$ cat src/rtl/fpu_req_scheduler_if.sv
// Bundle of the requester, response and shared-FPU signals around fpu_req_scheduler.
// The scheduler takes the slave view; the core side and the FPU stub take the master view.
interface fpu_req_scheduler_if #(
  parameter int W   = 32,
  parameter int OPW = 4
);
  logic           req0_valid;
  logic           req0_ready;
  logic [W-1:0]   req0_num1;
  logic [W-1:0]   req0_num2;
  logic [OPW-1:0] req0_op;

  logic           req1_valid;
  logic           req1_ready;
  logic [W-1:0]   req1_num1;
  logic [W-1:0]   req1_num2;
  logic [OPW-1:0] req1_op;

  logic           rsp0_valid;
  logic           rsp0_ready;
  logic           rsp1_valid;
  logic           rsp1_ready;
  logic [W-1:0]   rsp_result;

  logic [W-1:0]   fpu_num1;
  logic [W-1:0]   fpu_num2;
  logic [OPW-1:0] fpu_op;
  logic [W-1:0]   fpu_result;

  logic           busy;
  logic           owner;

  modport slave (
    input  req0_valid, req0_num1, req0_num2, req0_op,
    input  req1_valid, req1_num1, req1_num2, req1_op,
    input  rsp0_ready, rsp1_ready, fpu_result,
    output req0_ready, req1_ready, rsp0_valid, rsp1_valid, rsp_result,
    output fpu_num1, fpu_num2, fpu_op, busy, owner
  );

  modport master (
    output req0_valid, req0_num1, req0_num2, req0_op,
    output req1_valid, req1_num1, req1_num2, req1_op,
    output rsp0_ready, rsp1_ready, fpu_result,
    input  req0_ready, req1_ready, rsp0_valid, rsp1_valid, rsp_result,
    input  fpu_num1, fpu_num2, fpu_op, busy, owner
  );
endinterface

$ cat src/rtl/fpu_req_scheduler.sv
// Two-requester round-robin scheduler in front of one combinational FPU: holds the operands
// for FPU_LAT cycles, captures the result and returns it to the owning requester.
module fpu_req_scheduler #(
  parameter int FPU_LAT = 2,
  parameter int W       = 32,
  parameter int OPW     = 4
) (
  input logic                clk,
  input logic                rst,
  fpu_req_scheduler_if.slave bus
);
  localparam int CW = 4;

  typedef enum logic [1:0] {
    IDLE = 2'd0,
    EXEC = 2'd1,
    RESP = 2'd2
  } state_t;

  state_t         state_q;
  state_t         state_d;
  logic [CW-1:0]  cnt_q;
  logic           last_grant_q;
  logic           owner_q;
  logic [W-1:0]   num1_q;
  logic [W-1:0]   num2_q;
  logic [OPW-1:0] op_q;
  logic [W-1:0]   result_q;

  logic           grant_vld;
  logic           grant_id;
  logic           exec_done;
  logic           rsp_take;
  logic [W-1:0]   win_num1;
  logic [W-1:0]   win_num2;
  logic [OPW-1:0] win_op;

  // Arbitration: only in IDLE; on a tie the requester that did not win last time goes first.
  always_comb begin
    // NOTE: every signal gets a default before the branches so no latch is inferred.
    grant_vld = 1'b0;
    grant_id  = 1'b0;
    if (state_q == IDLE) begin
      if (bus.req0_valid && bus.req1_valid) begin
        grant_vld = 1'b1;
        grant_id  = ~last_grant_q;
      end else if (bus.req0_valid) begin
        grant_vld = 1'b1;
        grant_id  = 1'b0;
      end else if (bus.req1_valid) begin
        grant_vld = 1'b1;
        grant_id  = 1'b1;
      end
    end
  end

  assign win_num1  = grant_id ? bus.req1_num1 : bus.req0_num1;
  assign win_num2  = grant_id ? bus.req1_num2 : bus.req0_num2;
  assign win_op    = grant_id ? bus.req1_op   : bus.req0_op;
  assign exec_done = (state_q == EXEC) && (cnt_q == '0);
  assign rsp_take  = (state_q == RESP) && (owner_q ? bus.rsp1_ready : bus.rsp0_ready);

  // State register.
  always_ff @(posedge clk) begin
    // NOTE: sequential state is updated with non-blocking assignments only.
    if (rst) state_q <= IDLE;
    else     state_q <= state_d;
  end

  // Next-state logic.
  always_comb begin
    state_d = state_q;
    unique case (state_q)
      IDLE:    if (grant_vld) state_d = EXEC;
      EXEC:    if (exec_done) state_d = RESP;
      RESP:    if (rsp_take)  state_d = IDLE;
      default: state_d = IDLE;
    endcase
  end

  // Outputs: ready is a pure function of state and requester valids, never of rsp_ready.
  always_comb begin
    bus.req0_ready = grant_vld && !grant_id;
    bus.req1_ready = grant_vld &&  grant_id;
    bus.rsp0_valid = (state_q == RESP) && !owner_q;
    bus.rsp1_valid = (state_q == RESP) &&  owner_q;
    bus.rsp_result = result_q;
    bus.fpu_num1   = num1_q;
    bus.fpu_num2   = num2_q;
    bus.fpu_op     = op_q;
    bus.busy       = (state_q != IDLE);
    bus.owner      = owner_q;
  end

  // Datapath: operand bus, countdown, result capture and grant history.
  always_ff @(posedge clk) begin
    if (rst) begin
      cnt_q        <= '0;
      last_grant_q <= 1'b1;
      owner_q      <= 1'b0;
      num1_q       <= '0;
      num2_q       <= '0;
      op_q         <= '0;
      result_q     <= '0;
    end else begin
      if (grant_vld) begin
        num1_q       <= win_num1;
        num2_q       <= win_num2;
        op_q         <= win_op;
        owner_q      <= grant_id;
        last_grant_q <= grant_id;
        cnt_q        <= CW'(FPU_LAT - 1);
      end
      if (state_q == EXEC && cnt_q != '0) cnt_q <= cnt_q - CW'(1);
      // The FPU is combinational; its output is trusted only after the full settle window.
      if (exec_done) result_q <= bus.fpu_result;
    end
  end
endmodule

$ cat src/flat_wrapper.sv
// flat-port wrapper written by rule: the top's interface ports become plain ports
module fpu_req_scheduler_flat 
#(
  parameter int FPU_LAT = 2,
  parameter int W       = 32,
  parameter int OPW     = 4
)
  (clk, rst, bus_req0_valid, bus_req0_num1, bus_req0_num2, bus_req0_op, bus_req1_valid, bus_req1_num1, bus_req1_num2, bus_req1_op, bus_rsp0_ready, bus_rsp1_ready, bus_fpu_result, bus_req0_ready, bus_req1_ready, bus_rsp0_valid, bus_rsp1_valid, bus_rsp_result, bus_fpu_num1, bus_fpu_num2, bus_fpu_op, bus_busy, bus_owner);
  fpu_req_scheduler_if #(.W(W), .OPW(OPW)) bus_i ();
  input logic clk;
  input logic rst;
  input wire logic [$bits(bus_i.req0_valid)-1:0] bus_req0_valid;
  input wire logic [$bits(bus_i.req0_num1)-1:0] bus_req0_num1;
  input wire logic [$bits(bus_i.req0_num2)-1:0] bus_req0_num2;
  input wire logic [$bits(bus_i.req0_op)-1:0] bus_req0_op;
  input wire logic [$bits(bus_i.req1_valid)-1:0] bus_req1_valid;
  input wire logic [$bits(bus_i.req1_num1)-1:0] bus_req1_num1;
  input wire logic [$bits(bus_i.req1_num2)-1:0] bus_req1_num2;
  input wire logic [$bits(bus_i.req1_op)-1:0] bus_req1_op;
  input wire logic [$bits(bus_i.rsp0_ready)-1:0] bus_rsp0_ready;
  input wire logic [$bits(bus_i.rsp1_ready)-1:0] bus_rsp1_ready;
  input wire logic [$bits(bus_i.fpu_result)-1:0] bus_fpu_result;
  output wire logic [$bits(bus_i.req0_ready)-1:0] bus_req0_ready;
  output wire logic [$bits(bus_i.req1_ready)-1:0] bus_req1_ready;
  output wire logic [$bits(bus_i.rsp0_valid)-1:0] bus_rsp0_valid;
  output wire logic [$bits(bus_i.rsp1_valid)-1:0] bus_rsp1_valid;
  output wire logic [$bits(bus_i.rsp_result)-1:0] bus_rsp_result;
  output wire logic [$bits(bus_i.fpu_num1)-1:0] bus_fpu_num1;
  output wire logic [$bits(bus_i.fpu_num2)-1:0] bus_fpu_num2;
  output wire logic [$bits(bus_i.fpu_op)-1:0] bus_fpu_op;
  output wire logic [$bits(bus_i.busy)-1:0] bus_busy;
  output wire logic [$bits(bus_i.owner)-1:0] bus_owner;
  assign bus_i.req0_valid = bus_req0_valid;
  assign bus_i.req0_num1 = bus_req0_num1;
  assign bus_i.req0_num2 = bus_req0_num2;
  assign bus_i.req0_op = bus_req0_op;
  assign bus_i.req1_valid = bus_req1_valid;
  assign bus_i.req1_num1 = bus_req1_num1;
  assign bus_i.req1_num2 = bus_req1_num2;
  assign bus_i.req1_op = bus_req1_op;
  assign bus_i.rsp0_ready = bus_rsp0_ready;
  assign bus_i.rsp1_ready = bus_rsp1_ready;
  assign bus_i.fpu_result = bus_fpu_result;
  assign bus_req0_ready = bus_i.req0_ready;
  assign bus_req1_ready = bus_i.req1_ready;
  assign bus_rsp0_valid = bus_i.rsp0_valid;
  assign bus_rsp1_valid = bus_i.rsp1_valid;
  assign bus_rsp_result = bus_i.rsp_result;
  assign bus_fpu_num1 = bus_i.fpu_num1;
  assign bus_fpu_num2 = bus_i.fpu_num2;
  assign bus_fpu_op = bus_i.fpu_op;
  assign bus_busy = bus_i.busy;
  assign bus_owner = bus_i.owner;
  fpu_req_scheduler #(.FPU_LAT(FPU_LAT), .W(W), .OPW(OPW)) u_core (.clk(clk), .rst(rst), .bus(bus_i));
endmodule
$ cat config.mk
export PLATFORM = sky130hd
export DESIGN_NAME = fpu_req_scheduler_flat
export DESIGN_NICKNAME = d
export VERILOG_FILES = /design/src/rtl/fpu_req_scheduler_if.sv /design/src/rtl/fpu_req_scheduler.sv /design/src/flat_wrapper.sv
export SDC_FILE = /design/constraint.sdc
export NUM_CORES = 1
export LEC_CHECK = 0
export ABC_AREA = 1
export BUFFER_PORTS_ARGS = -buffer_cell sky130_fd_sc_hd__buf_4
export CORE_ASPECT_RATIO = 1.4
export CORE_MARGIN = 2
export CORE_UTILIZATION = 40
export DETAILED_ROUTE_END_ITERATION = 6
export GPL_TIMING_DRIVEN = 0
export HOLD_SLACK_MARGIN = 0.1
export PLACE_DENSITY = 0.85
export SETUP_SLACK_MARGIN = 0.15
export SYNTH_ARGS = -nofsm -noshare
export SYNTH_HDL_FRONTEND = slang
export SYNTH_SLANG_ARGS = --single-unit
$ cat constraint.sdc
create_clock -name clk -period 3.4 [get_ports clk]
set_input_delay 0.51 -clock clk [delete_from_list [all_inputs] [get_ports clk]]
set_output_delay 0.51 -clock clk [all_outputs]
set_load 0.02 [all_outputs]
==> key figures <==
Floorplan
  – Initial Util: 41.0%
  – Die Span Y: 137 µm
  – Count of standard-cell rows: 48
  – I/O pins: 280
  – Core Region: 12300 µm²
  – Overall die area: 13500 µm²
  – Chip Width: 98.9 µm

Logic synthesis
  – Register area share after synthesis: 42.8%
  – Largest family of logic cells by synthesized area: simple AND/OR/NAND/NOR gates
  – Leading area contributor after synthesis: dfxtp_1
  – Largest cells by area after synthesis: dfxtp_1 (43%), nor2_1 (20%), nand2_1 (11%)
  – Multiplexer fraction of the synthesized cell area: 0%
  – Cell with the most instances after synthesis: nor2_1
  – Simple-gate area share of the yosys netlist: 41.7%
  – XOR/XNOR Fraction of Synth Area: 0.174%
  – Number of unique standard cell types used by synthesis: 17
  – Cell Area, Synth: 5050 µm²
  – Commonest cells in the synthesized netlist: nor2_1 (275), nand2_1 (154), dfxtp_1 (108), inv_1 (80), nand4_1 (68)
  – Post-synth net total: 969
  – Post-synthesis compound-gate area fraction: 3.87%
  – Synth Register Bits: 108
  – Adder and majority gate portion of the synthesized area: 0.248%
  – Number of flops mapped to enable cells by yosys: 0
  – Area share of the largest cell type after synthesis: 42.8%
  – Synth Flop Type: dfxtp_1
  – Count of warnings emitted by yosys: 0
  – Asr flop ratio synth: 0%
  – Mean post-synth cell area: 6.36 µm²
  – Instance count of the mapped netlist: 794

Timing
  – TNS Setup: 0 ns
  – Hold violation total from the final report: 0
  – Skew final: 0.00926 ns
  – Hold Worst Slack: 0.409 ns
  – Setup Viol. Count Final: 0
  – RSZ-0062 raised after global routing: false
  – Peak clock frequency supported by timing: 419 MHz
  – Minimum clock period after layout: 2.39 ns
  – Actual slew at the worst max-slew pin: 0.685 ns
  – Portion of the clock cycle consumed by the worst path in the final layout: 70.2%
  – Final slew viol count: 0
  – Remaining max-slew budget at the tightest pin: 54.4%

Final layout
  – Fill cells: 1142
  – Number of antenna cells inserted: 0
  – Final Net Count: 1258
  – Layout-stage area growth over the synthesis result: 51.0%
  – FF+latch area: 2160 µm²
  – Share of final-layout standard cells stronger than drive strength 1: 29.4%
  – Area of the multi-input gates: 2320 µm²
  – Layout Cells excl Fill: 1238

Route
  – Drt total wl: 17200 µm
  – Met3 wire length: 1490 µm
  – Final ANT Viol Nets: 0
  – Drt first pass iters: 5
  – Total routed wire length on the met1 layer: 6290 µm
  – DR WL/cell: 13.9 µm
  – Highest metal used: met4
  – Count of routing violations after the opening detailed-route iteration: 203
  – Number of vias per cell: 4.85
  – Via count: 6010
  – WL met2: 8730 µm
  – Post-route DRC violation count: 0

Clocking
  – TritonCTS clock tree: yes
  – CTS buffer count: 9
  – Post-CTS sizing: 0
  – Number of clock sinks seen by CTS: 108
  – Clock latency on the worst-skew pair: 0.35 ns
  – Cell chosen for the clock root: clkbuf_16
  – Buffers from clock root to sink, at most: 2
  – Clock edge transition at the registers on the reported setup and hold paths: 0.08 ns
  – CTS H-Tree Depth: 3
  – CTS Hold Buffers Added: 0
  – Setup bufs post-CTS: 0

Worst setup path
  – Largest stage delay on the critical path: 0.32 ns
  – Number of cell instances on the worst register-to-register path: 6
  – Maximum fanout along the worst path: 10
  – Req. time, crit path: 2.89 ns
  – Series of cell instances along the critical path: nand2_1 -> buf_2 -> buf_2 -> nand3_1 -> inv_1 -> buf_4
  – Cell depth of the worst setup path: 6
  – Worst Setup Path Type: flop to primary output
  – Number of buffers and inverters on the critical path: 4
  – Endpoint class of the critical path: primary output
  – Worst setup SP type: flop
  – Dominant delay contributor by cell family on the critical path: buffers and inverters
  – Worst path slowest cell: dfxtp_1
  – Most common cell type on the critical path: buf_2
  – Critical Path AT: 1.88 ns
  – FF-to-FF setup slack: 1.78 ns

GRT
  – Global route overflow: 0
  – Antenna violations before repair: 0
  – First-pass GRT wire length: 26200 µm
  – Pin count of the biggest net entering global routing: 19
  – GR Util All Layers: 24.0%
  – Vias in the first global route: 5568

Pwr
  – Switching portion of total power: 36.1%
  – Relative contribution of combinational cells to total power: 36.5%
  – Max rail drop VDD: 272 µV
  – Design internal power: 0.00265 W
  – Leakage power summed over all cells: 4.14 nW
  – Relative contribution of the clock network to total power: 25.9%
  – Register share of total power: 37.5%
  – Power Density: 543 nW/µm²
  – Net switching power of the design: 0.00149 W

Worst hold path
  – Worst Hold Class: primary input to flop
  – Worst Hold Depth: 3

Placement
  – Cell Count Post-Placement: 1222
  – Routability-driven placement congestion ratio: 0.856
  – Final HPWL DP: 13200 µm
  – Count of port buffers added during placement: 278

Flow run
  – Number of violations of the max-capacitance limit: 0

Outcome
  – Run status: complete, no violations
cell usage in the layout (no fill, tap or decap), drive strengths merged:
cell type / instances
clkbuf: 44
clkinv: 3
ha: 1
buf: 297
nand3: 9
o21ai: 33
dfxtp: 108
bufinv: 1
nor2: 276
a21oi: 6
xor2: 1
inv: 87
nand4: 68
nand2: 154
sequential cells by signal (all words and copies together) (netlist names):
name	cells
u_core.bus.fpu_num1	32
u_core.bus.fpu_num2	32
u_core.bus.fpu_op	4
u_core.bus.owner	1
u_core.bus.rsp_result	32
u_core.cnt_q	4
u_core.last_grant_q	1
u_core.state_q	2
worst paths after layout:
kind                               startpoint                                endpoint
max          u_core.last_grant_q$_SDFFE_PP1P_                          bus_req1_ready
min                        bus_fpu_result[30]  u_core.bus.rsp_result[30]$_SDFFE_PP0P_
max reg2reg      u_core.cnt_q[0]$_SDFFE_PP0P_   u_core.bus.rsp_result[4]$_SDFFE_PP0P_
min reg2reg  u_core.last_grant_q$_SDFFE_PP1P_        u_core.last_grant_q$_SDFFE_PP1P_
metal layers:
layer  up-vias  track usage (%)
met1      2666             25.9
met2       271             43.7
met5         -                0
li1       3030                -
met3        43             5.52
met4         0             11.9
area by class of cell:
| class | instances | share of cell area (%) |
|---|---|---|
| repair buffers | 278 | 27.4 |
| inverters | 84 | 4.14 |
| multi-input cells | 548 | 30.4 |
| plain buffers | 54 | 3.29 |
| flip-flops and latches | 108 | 28.4 |
| well taps | 150 | 2.46 |
| clock inverters | 7 | 0.936 |
| clock buffers | 9 | 2.96 |
through the flow:
step,power [W],area (µm²),utilization [%],setup slack [ns]
after global routing,0.00436,7620,61.9,0.888
after CTS,0.00417,7620,61.9,0.954
after global placement,0.00307,7320,59.5,1.05
after floorplan,0.00245,5050,-,1.57
after detailed placement,0.00310,7320,59.5,1.04
final,0.00414,7620,61.9,1.01
cells by family (layout without fill, tap and decap cells):
logic type / Yosys count / in the layout
xor+xnor: 1 / 1
compound gates: 39 / 39
buf+inv: 138 / 432
simple gates: 507 / 507
flops: 108 / 108
fa+ha+maj: 1 / 1
power by group through the flow:
| stage | combinational (W) | clock, W | sequential, W |
|---|---|---|---|
| floorplan | 0.000665 | 0 | 0.00178 |
| global placement | 0.00150 | 0 | 0.00158 |
| detailed placement | 0.00152 | 0 | 0.00158 |
| CTS | 0.00152 | 0.00109 | 0.00156 |
| global route | 0.00166 | 0.00113 | 0.00158 |
| finish | 0.00151 | 0.00107 | 0.00155 |
worst reg2reg max path, stage by stage (launching register included):
cell and delay [ns]:
dfxtp_1 0.31, inv_1 0.12, ha_1 0.24, nand3_2 0.18
clkbuf_1 0.23, o21ai_0 0.37, nor2_1 0.07
Note: power is estimated with default switching activity, not from simulation.
